## config.mk

```make
export PLATFORM = sky130hd
export DESIGN_NAME = booth_mult_32
export DESIGN_NICKNAME = d
export VERILOG_FILES = /design/src/rtl/booth_mult_32_pkg.sv /design/src/rtl/CSA_32bits.sv /design/src/rtl/booth_mult_32.sv
export SDC_FILE = /design/constraint.sdc
export NUM_CORES = 1
export LEC_CHECK = 0
export CORE_MARGIN = 2
export CORE_UTILIZATION = 50
export CTS_CLUSTER_DIAMETER = 50
export DETAILED_ROUTE_END_ITERATION = 7
export PLACE_DENSITY_LB_ADDON = 0.12
export SLEW_MARGIN = 20
export SYNTH_ARGS = -nofsm -noshare
export SYNTH_HDL_FRONTEND = slang
export SYNTH_HIERARCHICAL = 1
export SYNTH_SLANG_ARGS = --single-unit
```

## constraint.sdc

```tcl
create_clock -name clock -period 4 [get_ports clock]
set_input_delay 0.6 -clock clock [delete_from_list [all_inputs] [get_ports clock]]
set_output_delay 0.6 -clock clock [all_outputs]
set_load 0.05 [all_outputs]
```

## src/rtl/booth_mult_32_pkg.sv

```systemverilog
// rtl/booth_mult_32_pkg.sv - shared state encoding and Booth select codes for booth_mult_32
package booth_mult_32_pkg;

    typedef enum logic [1:0] {
        ST_IDLE = 2'd0,
        ST_RUN  = 2'd1,
        ST_DONE = 2'd2
    } state_t;

    localparam int ITER_LAST = 31;

    // Indexed by {lo[0], q_m1}
    typedef enum logic [1:0] {
        SEL_NOP0 = 2'b00,
        SEL_ADD  = 2'b01,
        SEL_SUB  = 2'b10,
        SEL_NOP1 = 2'b11
    } booth_sel_t;

endpackage

```

## src/rtl/CSA_32bits.sv

```systemverilog
// rtl/CSA_32bits.sv - 32-bit carry-select adder, lower half ripples, upper half pre-computed for both carries
module CSA_32bits (
    input  logic [31:0] a,
    input  logic [31:0] b,
    input  logic        c_in,
    output logic [31:0] sum
);

    logic [16:0] lo_sum;
    logic [15:0] hi_sum0;
    logic [15:0] hi_sum1;

    assign lo_sum  = {1'b0, a[15:0]} + {1'b0, b[15:0]} + {16'd0, c_in};
    assign hi_sum0 = a[31:16] + b[31:16];
    assign hi_sum1 = a[31:16] + b[31:16] + 16'd1;
    assign sum     = {(lo_sum[16] ? hi_sum1 : hi_sum0), lo_sum[15:0]};

endmodule

```

## src/rtl/booth_mult_32.sv

```systemverilog
// rtl/booth_mult_32.sv - sequential 32x32 signed radix-2 Booth multiplier, low word plus overflow flag
module booth_mult_32
    import booth_mult_32_pkg::*;
#(
    parameter int WIDTH = 32,
    parameter int ITER  = 32
) (
    input  logic             clock,
    input  logic             reset,
    input  logic             start,
    input  logic [WIDTH-1:0] operand_a,
    input  logic [WIDTH-1:0] operand_b,
    output logic [WIDTH-1:0] result,
    output logic             overflow,
    output logic             result_rdy,
    output logic             busy
);

    if (WIDTH != 32 || ITER != ITER_LAST + 1) begin : g_bad_params
        $error("booth_mult_32 supports only WIDTH = ITER = 32");
    end

    state_t           state;
    logic [WIDTH-1:0] mcand;
    logic [WIDTH-1:0] hi;
    logic [WIDTH-1:0] lo;
    logic             q_m1;
    logic [5:0]       cnt;

    booth_sel_t       sel;
    logic             do_add;
    logic             c_in;
    logic [WIDTH-1:0] add_b;
    logic [WIDTH-1:0] sum;
    logic             add_v;
    logic [WIDTH-1:0] hi_step;
    logic             shift_in;

    assign sel    = booth_sel_t'({lo[0], q_m1});
    assign do_add = (sel == SEL_ADD) || (sel == SEL_SUB);
    assign c_in   = (sel == SEL_SUB);
    assign add_b  = c_in ? ~mcand : mcand;

    CSA_32bits u_adder (
        .a    (hi),
        .b    (add_b),
        .c_in (c_in),
        .sum  (sum)
    );

    // The adder can overflow transiently (e.g. mcand = 0x80000000); shift in the true 33-bit sign.
    assign add_v    = (hi[WIDTH-1] == add_b[WIDTH-1]) && (sum[WIDTH-1] != hi[WIDTH-1]);
    assign hi_step  = do_add ? sum : hi;
    assign shift_in = do_add ? (sum[WIDTH-1] ^ add_v) : hi[WIDTH-1];

    always_ff @(posedge clock) begin
        if (reset) begin
            state      <= ST_IDLE;
            mcand      <= '0;
            hi         <= '0;
            lo         <= '0;
            q_m1       <= 1'b0;
            cnt        <= '0;
            result     <= '0;
            overflow   <= 1'b0;
            result_rdy <= 1'b0;
            busy       <= 1'b0;
        end else begin
            case (state)
                ST_IDLE: begin
                    result_rdy <= 1'b0;
                    busy       <= start;
                    if (start) begin
                        mcand <= operand_a;
                        hi    <= '0;
                        lo    <= operand_b;
                        q_m1  <= 1'b0;
                        cnt   <= '0;
                        state <= ST_RUN;
                    end
                end
                ST_RUN: begin
                    hi   <= {shift_in, hi_step[WIDTH-1:1]};
                    lo   <= {hi_step[0], lo[WIDTH-1:1]};
                    q_m1 <= lo[0];
                    cnt  <= cnt + 6'd1;
                    if (cnt == 6'(ITER_LAST)) begin
                        state <= ST_DONE;
                    end
                end
                ST_DONE: begin
                    result     <= lo;
                    overflow   <= (hi != {WIDTH{lo[WIDTH-1]}});
                    result_rdy <= 1'b1;
                    state      <= ST_IDLE;
                end
                default: state <= ST_IDLE;
            endcase
        end
    end

endmodule
```

Word level (Yosys, flattened, before mapping)
Index checks and enable logic that the tools add are counted.
W data, S select, Z words.
- input port bits: 67
- register bits after elaboration: 140
- bitwise logic cells: 2
- eq/ne operators: 11
- reduce and logical (&&, ||, !) cells: 9
- add/sub/neg operators: 5
- multiplexer cells: 16
- operator list (operator ; number):
    $mux W32 ; 4
    $pmux W32 S2 ; 2
    $ne A32 B32 Y1 ; 1
    $not A32 Y32 ; 1
    $add A16 B16 Y17 ; 1
    $add A17 B1 Y17 ; 1
    $add A16 B1 Y16 const B ; 1
    $add A16 B16 Y16 ; 1
    $mux W16 ; 1
    $pmux W6 S2 ; 1
    $add A6 B1 Y6 const B ; 1
    $eq A6 B5 Y1 const B ; 1
    $mux W6 ; 1
    $ne A2 B2 Y1 const B ; 3
    $reduce_and A2 Y1 ; 3
    $eq A2 B1 Y1 const B ; 2
    $eq A2 B2 Y1 const B ; 2
    $mux W2 ; 2
    $pmux W1 S2 ; 2
    $pmux W2 S2 ; 1
    $reduce_bool A2 Y1 ; 2
    $reduce_and A3 Y1 ; 1
    $logic_not A2 Y1 ; 1
    $mux W1 ; 2
    other kinds (5) ; 5

Depth between registers and ports, before layout
Gate-level depths: netlist of the first run.
- word-level depth: 10
- depth in mapped cells: 21

By module
The synthesis of the first run kept the hierarchy.
- modules (own cells, without submodules) (module ; cells each ; times used ; area each (um2)):
    booth_mult_32 ; 766 ; 1 ; 5969.5
    CSA_32bits ; 226 ; 1 ; 1760.4

Worst setup path after synthesis of the first run
No wires, ideal clock.
- path kind: reg-to-reg
- start: reg lo[0]
- end: reg hi[31]
- cell stages (with the launch flop): 18
- arrival time: 3.667 ns
- slack: 0.200 ns
- path buffers: 2
- required time: 3.868 ns
- period minus slack after synthesis: 3.800 ns
- cell sequence: dfxtp_1 > ha_1 > clkbuf_1 > buf_2 > xor2_1 > ha_1 > fa_1 > a21o_1 > a221oi_2 > a21oi_2 > nor3_1 > xnor2_1 > nand4_2 > nor4_2 > xnor2_1 > maj3_1 > nand2_1 > a21oi_1
- word-level cells in the longest chain between the ends: 10
- elaborated cells on any way between the ends: 17
- RTL lines (what ; line ; source):
    start, declared ; booth_mult_32.sv:26 ; logic [WIDTH-1:0] lo;
    start signal, assigned ; booth_mult_32.sv:76 ; lo <= operand_b;
    start signal, assigned ; booth_mult_32.sv:84 ; lo <= {hi_step[0], lo[WIDTH-1:1]};
    $eq A2 B2 Y1 (*) ; booth_mult_32.sv:41 ; assign c_in = (sel == SEL_SUB);
    via c_in ; booth_mult_32.sv:32 ; logic c_in;
    $mux W32 (*) ; booth_mult_32.sv:42 ; assign add_b = c_in ? ~mcand : mcand;
    via add_b[16] ; booth_mult_32.sv:33 ; logic [WIDTH-1:0] add_b;
    $add A16 B16 Y16 (*) ; CSA_32bits.sv:14, CSA_32bits.sv:15 ;
    $add A16 B1 Y16 ; CSA_32bits.sv:15 ; assign hi_sum1 = a[31:16] + b[31:16] + 16'd1;
    $mux W16 (*) ; CSA_32bits.sv:16 ; assign sum = {(lo_sum[16] ? hi_sum1 : hi_sum0), lo_sum[15:0]};
    via sum[31] ; booth_mult_32.sv:34 ; logic [WIDTH-1:0] sum;
    $ne A1 B1 Y1 ; booth_mult_32.sv:52 ; assign add_v = (hi[WIDTH-1] == add_b[WIDTH-1]) && (sum[WIDTH-1] != hi[WIDTH-1]);
    $logic_and A1 B1 Y1 ; booth_mult_32.sv:52 ;
    $xor A1 B1 Y1 (*) ; booth_mult_32.sv:54 ; assign shift_in = do_add ? (sum[WIDTH-1] ^ add_v) : hi[WIDTH-1];
    $mux W1 (*) ; booth_mult_32.sv:54 ;
    $pmux W32 S2 (*) ; booth_mult_32.sv:69 ; case (state)
    end signal, assigned ; booth_mult_32.sv:83 ; hi <= {shift_in, hi_step[WIDTH-1:1]};
    end, declared ; booth_mult_32.sv:25 ; logic [WIDTH-1:0] hi;
The timed path passes the listed nets; every way through them passes the cells marked *. The select of a mux whose other input is x is not followed.
A chain may end at the register's enable or synchronous reset.

Worst setup path after layout of the first run
- start: reg q_m1
- end: reg hi[31]
- word-level cells in the longest chain between the ends: 10
- elaborated cells on any way between the ends: 17
- RTL lines (what ; line ; source):
    start, declared ; booth_mult_32.sv:27 ; logic q_m1;
    start signal, assigned ; booth_mult_32.sv:85 ; q_m1 <= lo[0];
    $eq A2 B2 Y1 (*) ; booth_mult_32.sv:41 ;
    via c_in ; booth_mult_32.sv:32 ;
    $mux W32 (*) ; booth_mult_32.sv:42 ;
    via add_b[0] ; booth_mult_32.sv:33 ;
    $add A16 B16 Y17 (*) ; CSA_32bits.sv:13 ; assign lo_sum = {1'b0, a[15:0]} + {1'b0, b[15:0]} + {16'd0, c_in};
    $add A17 B1 Y17 (*) ; CSA_32bits.sv:13 ;
    $mux W16 (*) ; CSA_32bits.sv:16 ;
    via sum[31] ; booth_mult_32.sv:34 ;
    $ne A1 B1 Y1 ; booth_mult_32.sv:52 ;
    $logic_and A1 B1 Y1 ; booth_mult_32.sv:52 ;
    $xor A1 B1 Y1 (*) ; booth_mult_32.sv:54 ;
    $mux W1 (*) ; booth_mult_32.sv:54 ;
    $pmux W32 S2 (*) ; booth_mult_32.sv:69 ;
Marked as above.

==> results of run 1 <==
==> per-layer routing <==
metal  up-vias  wire length (um)
li1       3523                 -
met1      3225              8690
met2       133              8520
met3        13              1150
met4         0               161
met5         -                 0
==> where the power goes <==
group          switching [W]  internal [W]  leakage, nW
Combinational       0.000391      0.000309         2.48
Sequential         0.0000611       0.00146         1.14
Clock               0.000632      0.000921        0.275
==> registers in the layout, summed over array words and instances, names as in the netlist <==
name / cells
hi: 32
lo: 32
mcand: 32
result: 32
cnt: 6
state: 2
busy: 1
overflow: 1
q_m1: 1
result_rdy: 1
==> worst register-to-register path, stage by stage, from the launching register on <==
cell and delay [ns]:
dfxtp_1 0.31, inv_1 0.08, ha_4 0.17, xor2_1 0.19, inv_1 0.08, fa_1 0.41, inv_1 0.09, fa_2 0.23
a211oi_1 0.09, o21ai_1 0.19, a21boi_2 0.10, o41ai_4 0.42, and4_4 0.33, nand2_2 0.11, nor4_4 0.24, xnor2_1 0.12
maj3_1 0.33, nand2_1 0.06, a21oi_1 0.05
==> through the flow <==
step,power (W),setup WS [ns],std cells
after global placement,0.00223,0.305,1224
final,0.00377,0.256,1258
after detailed placement,0.00224,0.232,1224
after CTS,0.00379,0.178,1255
after floorplan,0.00205,0.200,992
after global routing,0.00395,0.00713,1258
==> Yosys cell counts, types with 2 or more instances <==
cell type and n:
nor4_1 36, o21bai_1 4, xnor2_2 2, a21oi_2 2
ha_1 33, xnor2_1 30, o31ai_1 2, nand3_1 12
clkbuf_1 34, nor2b_1 7, mux2i_1 31, buf_4 3
a31oi_1 36, buf_2 28, o21a_1 2, nor3_1 12
fa_1 3, nand2b_1 3, o21ai_0 7, inv_1 16
a211oi_1 6, mux2_2 2, xor2_1 42, nor3_2 2
and3_1 3, a311oi_1 3, nor2_1 184, nand4_1 4
nor3b_2 2, a211o_1 2, o21ai_1 7, nor4_2 3
or2_2 2, a21oi_1 96, a21o_1 5, nand2_1 158
dfxtp_1 140
==> what timing repair did <==
action                                  CTS  global route
resized for setup                         0             7
endpoints found under the setup margin    0             5
setup buffers                             0             2
==> path summary, 6_finish.rpt <==
| path | cells after the start | slack (ns) | start | end |
|---|---|---|---|---|
| max | 18 | 0.26 | q_m1 | hi[31] |
| min | 2 | 0.45 | result[25] | result[25] |
| max reg2reg | 18 | 0.26 | q_m1 | hi[31] |
| min reg2reg | 2 | 0.45 | result[25] | result[25] |
==> layout make-up <==
class                      count  area [um2]  area share
clock inverter                12         138      0.0146
sequential                   140        2800       0.297
timing repair buffer         113        1130       0.120
multi-input combinational    770        4630       0.491
clock buffer                  19         433      0.0459
tap                          188         235      0.0249
inverter                      16        60.1     0.00637
==> layout by cell type (no fill, tap or decap), types with 7 or more instances in the layout <==
master           instances
xor2_1                  42
xnor2_1                 30
ha_1                    32
buf_4                   11
dfxtp_1                139
clkbuf_16               17
o21ai_1                  7
clkdlybuf4s50_1        100
o21ai_0                  7
nand3_1                 12
mux2i_1                 31
inv_1                   16
a21oi_1                 96
nor2_1                 184
nand2_1                156
a31oi_1                 36
nor4_1                  36
nor3_1                  12
==> logic make-up after synthesis <==
family	synth area share
buf+inv	0.0458
xor+xnor	0.0858
compound gates	0.150
fa+ha+maj	0.0625
simple gates	0.251
flops	0.363
mux	0.0431
==> impl_metrics.env, run 1 <==
export IMPL_outcome="completed"
export IMPL_yosysWarningCount=6
export IMPL_antenna_left=0
export IMPL_gr_max_usage_layer="met2"
export IMPL_place_gp_congestion=0.841
export IMPL_fmax_mhz=267
export IMPL_setup_repair_after_global_routing_missed_its_margin="no"
export IMPL_ys_seq_elements=140
export IMPL_critical_path_top_delay_family="adder cells"
export IMPL_drv_cap=0
export IMPL_cts_max_level=4
export IMPL_core_region_area_mm2=0.0151
export IMPL_detailed_place_hpwl_um=11700
export IMPL_critical_path_capture_point_type="flip-flop"
export IMPL_finish_instance_area_mm2=0.00944
export IMPL_critPathMostFrequentCell="inv_1"
export IMPL_drt_first_pass_iters=4
export IMPL_die_y_um=128
export IMPL_final_hold_viol_count=0
export IMPL_globalRoute_totalOverflow=0
export IMPL_cts_clk_slew_worst_paths_ns=0.06
export IMPL_worst_ep_arrival_time_ns=4.03
export IMPL_critical_path_max_stage_delay_ns=0.42
export IMPL_top_ports=102
export IMPL_setup_viol=0
export IMPL_clock_tree_buffer_depth=2
export IMPL_area_delta_synth_final_pct=22.1
export IMPL_nets=1161
export IMPL_total_leakage_power_nw=3.90
export IMPL_sequential_share_of_the_synthesized_area=0.363
export IMPL_drt_iter0_drc=392
export IMPL_fillerInstances=1397
export IMPL_antenna_diode_count=0
export IMPL_drive_gt1_frac=0.0720
export IMPL_route_detailed_vias_per_inst=5.48
export IMPL_clock_tree_root_cell="clkbuf_16"
export IMPL_critPathMaxFanout=5
export IMPL_total_die_area_mm2=0.0165
export IMPL_io_buffers=101
export IMPL_synth_top_area_cell="dfxtp_1"
export IMPL_synth_cells=992
export IMPL_period_minus_slack_ns=3.74
export IMPL_timing_critical_path_required_ns=4.28
export IMPL_final_hold_worst_slack_ns=0.453
export IMPL_dominant_synthesized_flop_cell="dfxtp_1"
export IMPL_via_count=6894
export IMPL_first_global_vias=6445
export IMPL_drc=0
export IMPL_cts_sinks=140
export IMPL_power_density_cells_mw_per_mm2=400
export IMPL_grt_met2_usage=0.372
export IMPL_worst_hold_path_type="flip-flop to flip-flop"
export IMPL_criticalPathCategory="flip-flop to flip-flop"
export IMPL_netlist_area_leader_share=0.363
export IMPL_grt_util_met3=0.0782
export IMPL_synth_lib_cells_used_distinct=65
export IMPL_vdd_ir_drop_max_mv=0.342
export IMPL_drv_slew=0
export IMPL_placement_cell_area_mm2=0.00879
export IMPL_setup_tns_ns=0
export IMPL_placementRows=45
export IMPL_synthesis_nets=1095
export IMPL_grt_max_degree=107
export IMPL_floorplan_initialDensity=0.510
export IMPL_clock_tree_from_tritoncts="done"
export IMPL_layout_core_utilization=0.623
export IMPL_layout_worst_path_cycle_share=0.936
export IMPL_timing_critical_path_slowest_stage_cell="o41ai_4"
export IMPL_tightestPinTransition_ns=0.938
export IMPL_wl_per_cell_um=14.7
export IMPL_grt_util_all_layers=0.231
export IMPL_synth_enable_flop_cells=0
export IMPL_grt_pass1_wl_um=30900
export IMPL_cp_cell_sequence="inv_1 > ha_4 > xor2_1 > inv_1 > fa_1 > inv_1 > fa_2 > a211oi_1 > o21ai_1 > a21boi_2 > o41ai_4 > and4_4 > nand2_2 > nor4_4 > xnor2_1 > maj3_1 > nand2_1 > a21oi_1"
export IMPL_grt_met1_usage=0.298
export IMPL_netlist_top_cells_area="dfxtp_1, nor2_1, nand2_1"
export IMPL_die_width_um=128
export IMPL_max_slew_margin=0.374
export IMPL_postSynthAreaPerCell_um2=7.79
export IMPL_netlist_area_mm2=0.00773
export IMPL_clk_insertion_delay_late_ns=0.43
export IMPL_ys_async_sr_fraction=0
export IMPL_final_setup_skew_ns=0.00727
export IMPL_cp_num_buf_inv=3
export IMPL_number_of_antenna_violations_at_the_first_check_in_global_routing=0
export IMPL_critical_path_startpoint_type="flip-flop"
export IMPL_numCtsBuffers=17
export IMPL_routed_wirelength_um=18500
export IMPL_hold_buffers=0
(Power assumes the default switching activity.)
==> run 2: changes to the inputs <==
Settings changed: CORE_UTILIZATION 50 to 56.
Clock period 4 ns to 4.3 ns, I/O delays scaled along.
==> run 2 against run 1 <==
Compared with the run above: critical endpoint unchanged; cell count is 1.2% lower; design area is 0.34% lower; clock power is 3% lower; critical path depth is 3 lower.
==> impl_metrics.env, run 2 (synthesized netlist as in run 1, its figures left out) <==
export IMPL_via_count=6884
export IMPL_timing_critical_path_from="lo[0]"
export IMPL_critical_path_capture_point_type="flip-flop"
export IMPL_route_layer_met1_wl_um=8490
export IMPL_place_gp_congestion=0.911
export IMPL_globalRoute_totalOverflow=0
export IMPL_cts_max_level=4
export IMPL_outcome="completed"
export IMPL_clock_tree_root_cell="clkbuf_16"
export IMPL_cts_clk_slew_worst_paths_ns=0.06
export IMPL_drv_cap=0
export IMPL_holdPathStages=2
export IMPL_layout_commonest_cell="nor2_1"
export IMPL_crit_reg2reg_capture="hi[31]"
export IMPL_criticalPathCategory="flip-flop to flip-flop"
export IMPL_met2_wirelength_um=8280
export IMPL_drt_first_pass_iters=6
export IMPL_maxUsedRoutingLayer="met4"
export IMPL_total_die_area_mm2=0.0148
export IMPL_critical_path_startpoint_type="flip-flop"
export IMPL_tightestPinTransition_ns=1.09
export IMPL_total_power_w=0.00357
export IMPL_timing_reg2reg_worst_path_depth=15
export IMPL_placementRows=42
export IMPL_setup_repair_after_global_routing_missed_its_margin="no"
export IMPL_setup_viol=0
export IMPL_fillerInstances=1104
export IMPL_nets=1158
export IMPL_final_cell_mix="nor2_1, nand2_1, dfxtp_1"
export IMPL_cts_post_setup_buffers_inserted=0
export IMPL_route_detailed_vias_per_inst=5.54
export IMPL_period_minus_slack_ns=3.89
export IMPL_numCtsBuffers=17
export IMPL_routed_wirelength_um=18100
export IMPL_vdd_ir_drop_max_mv=0.292
export IMPL_wl_per_cell_um=14.5
export IMPL_first_global_vias=6335
export IMPL_critPathMostFrequentCell="xnor2_1"
export IMPL_max_slew_margin=0.269
export IMPL_timing_critical_path_required_ns=4.60
export IMPL_cts_resized=0
export IMPL_number_of_antenna_violations_at_the_first_check_in_global_routing=0
export IMPL_cp_cell_sequence="ha_4 > buf_4 > xor2_1 > ha_1 > a21o_1 > a221oi_2 > a21oi_2 > nor3_1 > xnor2_1 > nand4_2 > nor4_2 > xnor2_1 > maj3_1 > nand2_1 > a21oi_1"
export IMPL_grt_max_degree=107
export IMPL_worst_ep_arrival_time_ns=4.18
export IMPL_antenna_diode_count=0
export IMPL_drt_iter0_drc=437
export IMPL_floorplan_initialDensity=0.579
export IMPL_grt_util_all_layers=0.250
export IMPL_drv_slew=0
export IMPL_final_hold_viol_count=0
export IMPL_area_delta_synth_final_pct=21.6
export IMPL_power_density_cells_mw_per_mm2=380
export IMPL_met3WireLength_um=1030
export IMPL_critical_path_max_stage_delay_ns=0.46
export IMPL_cts_sinks=140
export IMPL_drc=0
export IMPL_grt_pass1_wl_um=30000
export IMPL_timing_critical_path_slowest_stage_cell="a221oi_2"
export IMPL_drive_gt1_frac=0.0665
export IMPL_clock_tree_buffer_depth=2
export IMPL_layout_worst_path_cycle_share=0.904
export IMPL_setup_worst_path_end="hi[31]"
export IMPL_total_leakage_power_nw=3.88
export IMPL_antenna_left=0
export IMPL_clock_tree_from_tritoncts="done"
export IMPL_io_buffers=101
export IMPL_hold_buffers=0
export IMPL_worst_hold_path_type="flip-flop to flip-flop"
export IMPL_top_ports=102
export IMPL_final_setup_skew_ns=0.00927
export IMPL_die_y_um=121
export IMPL_clk_insertion_delay_late_ns=0.42
export IMPL_detailed_place_hpwl_um=11600
export IMPL_reg2reg_from="lo[0]"
export IMPL_die_width_um=121
export IMPL_timing_reg2reg_setup_slack_ns=0.41
export IMPL_fmax_mhz=257
export IMPL_setup_tns_ns=0
export IMPL_core_region_area_mm2=0.0133
export IMPL_critPathMaxFanout=12
run 2: worst max-delay path: cells and delay by family, from the launching register on:
| family | cells | cell delay [ns] |
|---|---|---|
| XOR/XNOR | 3 | 0.51 |
| flip-flops | 1 | 0.44 |
| AO/OA/AOI/OAI | 4 | 0.89 |
| adder cells (fa/ha/maj) | 3 | 0.93 |
| buffers and inverters | 1 | 0.21 |
| AND/OR/NAND/NOR | 4 | 0.76 |
run 2: report_power, final:
| group | internal [W] | total, W | switching (W) | leakage [nW] |
|---|---|---|---|---|
| logic | 0.000284 | 0.000649 | 0.000364 | 2.45 |
| registers | 0.00136 | 0.00141 | 0.0000573 | 1.14 |
| clock network | 0.000931 | 0.00151 | 0.000576 | 0.290 |
run 2: layer usage:
metal / track usage / vias to the layer above
met5: 0 / -
met4: 0.0682 / 0
met3: 0.0804 / 18
met2: 0.398 / 150
met1: 0.327 / 3200
li1: - / 3516
run 2: cell type report:
cell class | instances | area, um2 | share of cell area
multi-input cells | 770 | 4620 | 0.491
flip-flops and latches | 140 | 2800 | 0.298
repair buffers | 110 | 1100 | 0.117
clock buffers | 19 | 443 | 0.0471
well taps | 176 | 220 | 0.0234
clock inverters | 12 | 163 | 0.0173
inverters | 16 | 60.1 | 0.00639
run 2: worst min-delay path by stage:
stage	slack, ns	start	endpoint
floorplan	0.45	lo[29]	result[29]
global placement	0.44	result[1]	result[1]
detailed placement	0.45	result[20]	result[20]
CTS	0.46	result[20]	result[20]
global route	0.47	result[13]	result[13]
finish	0.45	result[19]	result[19]
run 2: stage by stage:
stage               cell area, um2  std cells  hold WS (ns)   util  setup WS, ns
floorplan                     7730        992         0.446      -         0.500
global placement              8750       1211         0.441  0.656         0.492
detailed placement            8750       1211         0.448  0.656         0.361
CTS                           9360       1242         0.457  0.701         0.313
global route                  9400       1243         0.473  0.704        0.0983
finish                        9400       1243         0.452  0.704         0.412
==> run 3: changes to the inputs <==
Settings changed: CORE_MARGIN 2 to 3.
==> run 3 against run 2 <==
Compared with the run above: fmax shrank 0.16%; total power rose by 0.27%; critical path depth rose by 2; hold slack got worse by 0.0010 ns; clock skew decreased by 0.0022 ns; register-to-register slack about the same; combinational power barely moved; first-iteration DRC count increased by 17%; design area barely moved; routed wire length is 2.2% higher; die area rose by 3.3%.
==> impl_metrics.env, run 3 (synthesized netlist as in run 1, its figures left out) <==
export IMPL_core_region_area_mm2=0.0133
export IMPL_power_density_cells_mw_per_mm2=380
export IMPL_place_gp_congestion=0.904
export IMPL_routed_wirelength_um=18500
export IMPL_floorplan_initialDensity=0.579
export IMPL_cts_sinks=140
export IMPL_number_of_antenna_violations_at_the_first_check_in_global_routing=0
export IMPL_fillerInstances=1115
export IMPL_clk_insertion_delay_late_ns=0.42
export IMPL_cts_clk_slew_worst_paths_ns=0.06
export IMPL_grt_met2_usage=0.386
export IMPL_drc=0
export IMPL_clock_tree_buffer_depth=2
export IMPL_cts_post_setup_buffers_inserted=0
export IMPL_gr_max_usage_layer="met2"
export IMPL_critPathMaxFanout=11
export IMPL_setup_viol=0
export IMPL_final_setup_skew_ns=0.00710
export IMPL_outcome="completed"
export IMPL_antenna_diode_count=0
export IMPL_worst_ep_arrival_time_ns=4.15
export IMPL_via_count=6925
export IMPL_top_ports=102
export IMPL_route_detailed_vias_per_inst=5.57
export IMPL_die_y_um=123
export IMPL_place_inst=1211
export IMPL_worst_hold_path_type="flip-flop to flip-flop"
export IMPL_antenna_left=0
export IMPL_detailed_place_hpwl_um=11800
export IMPL_critical_path_capture_point_type="flip-flop"
export IMPL_setup_tns_ns=0
export IMPL_grt_util_met3=0.0778
export IMPL_criticalPathCategory="flip-flop to flip-flop"
export IMPL_max_slew_margin=0.298
export IMPL_numCtsBuffers=17
export IMPL_clock_tree_root_cell="clkbuf_16"
export IMPL_placementRows=42
export IMPL_die_width_um=123
export IMPL_drv_slew=0
export IMPL_wl_per_cell_um=14.8
export IMPL_period_minus_slack_ns=3.89
export IMPL_layout_commonest_cell="nor2_1"
export IMPL_vdd_ir_drop_max_mv=0.332
export IMPL_globalRoute_totalOverflow=0
export IMPL_io_buffers=101
export IMPL_setup_repair_after_global_routing_missed_its_margin="no"
export IMPL_nets=1158
export IMPL_drive_gt1_frac=0.0674
export IMPL_seq_area_mm2=0.00280
export IMPL_grt_max_degree=107
export IMPL_multi_input_area_mm2=0.00462
export IMPL_grt_util_all_layers=0.248
export IMPL_fmax_mhz=257
export IMPL_total_leakage_power_nw=3.89
export IMPL_final_cell_mix="nor2_1, nand2_1, dfxtp_1"
export IMPL_clock_tree_from_tritoncts="done"
export IMPL_layoutNonFillerInstCount=1244
export IMPL_total_die_area_mm2=0.0152
export IMPL_final_hold_viol_count=0
export IMPL_drt_first_pass_iters=5
export IMPL_drv_cap=0
export IMPL_critical_path_startpoint_type="flip-flop"
export IMPL_layout_worst_path_cycle_share=0.906
export IMPL_grt_met1_usage=0.330
export IMPL_grt_pass1_wl_um=30300
export IMPL_area_delta_synth_final_pct=21.7
export IMPL_first_global_vias=6443
export IMPL_layout_core_utilization=0.705
export IMPL_tightestPinTransition_ns=1.05
export IMPL_drt_iter0_drc=513
export IMPL_cts_max_level=4
export IMPL_timing_critical_path_required_ns=4.55
==> run 3: cell count changes in the layout (fill, tap and decap cells not counted), sizes merged <==
cell      before  now
clkinv         4    5
clkbuf        19   20
clkinvlp       2    1
==> run 3: metal layers <==
| metal | up-vias | part of all wire |
|---|---|---|
| met5 | - | 0 |
| met3 | 20 | 0.067 |
| li1 | 3509 | - |
| met2 | 168 | 0.46 |
| met4 | 0 | 0.014 |
| met1 | 3228 | 0.46 |
==> run 3: area by class of cell <==
type	instances	share of cell area
well taps	176	0.0234
multi-input cells	770	0.491
repair buffers	110	0.116
clock inverters	12	0.0170
flip-flops and latches	140	0.298
clock buffers	20	0.0485
inverters	16	0.00638
==> run 3: repair_timing <==
| action | CTS | global route |
|---|---|---|
| hold buffers | 0 | 0 |
| gates resized for setup | 0 | 1 |
| setup endpoints to repair | 0 | 2 |
==> run 3: power by group <==
part | internal, W | total [W] | switching (W)
Sequential | 0.00136 | 0.00141 | 0.0000566
Combinational | 0.000282 | 0.000649 | 0.000368
Clock | 0.000949 | 0.00152 | 0.000567
Total | 0.00259 | 0.00358 | 0.000991
==> run 3: worst paths after layout <==
| path | startpoint | endpoint | slack [ns] | cells past startpoint |
|---|---|---|---|---|
| setup / recovery | lo[0] | hi[31] | 0.41 | 17 |
| hold / removal | result[5] | result[5] | 0.45 | 2 |
| setup reg to reg | lo[0] | hi[31] | 0.41 | 17 |
| hold reg to reg | result[5] | result[5] | 0.45 | 2 |
==> run 3: through the flow <==
| stage | hold WS, ns | power (W) | worst slack (ns) | cell area, um2 |
|---|---|---|---|---|
| after floorplan | 0.446 | 0.00191 | 0.500 | 7730 |
| after global placement | 0.441 | 0.00207 | 0.498 | 8750 |
| after detailed placement | 0.447 | 0.00207 | 0.387 | 8750 |
| after CTS | 0.456 | 0.00360 | 0.317 | 9370 |
| after global routing | 0.472 | 0.00374 | 0.0631 | 9410 |
| final | 0.451 | 0.00358 | 0.406 | 9410 |
==> run 3: critical path, stage by stage (launching register included) <==
cell and delay (ns):
dfxtp_1 0.39, ha_2 0.38, xor2_1 0.17, inv_1 0.07, fa_1 0.40, inv_1 0.08, fa_1 0.24, a211oi_1 0.12
o21ai_1 0.18, a21boi_2 0.10, o41ai_4 0.33, and4_1 0.35, nand2_1 0.16, nor4_2 0.19, xnor2_1 0.12, maj3_1 0.33
nand2_1 0.07, a21oi_1 0.06
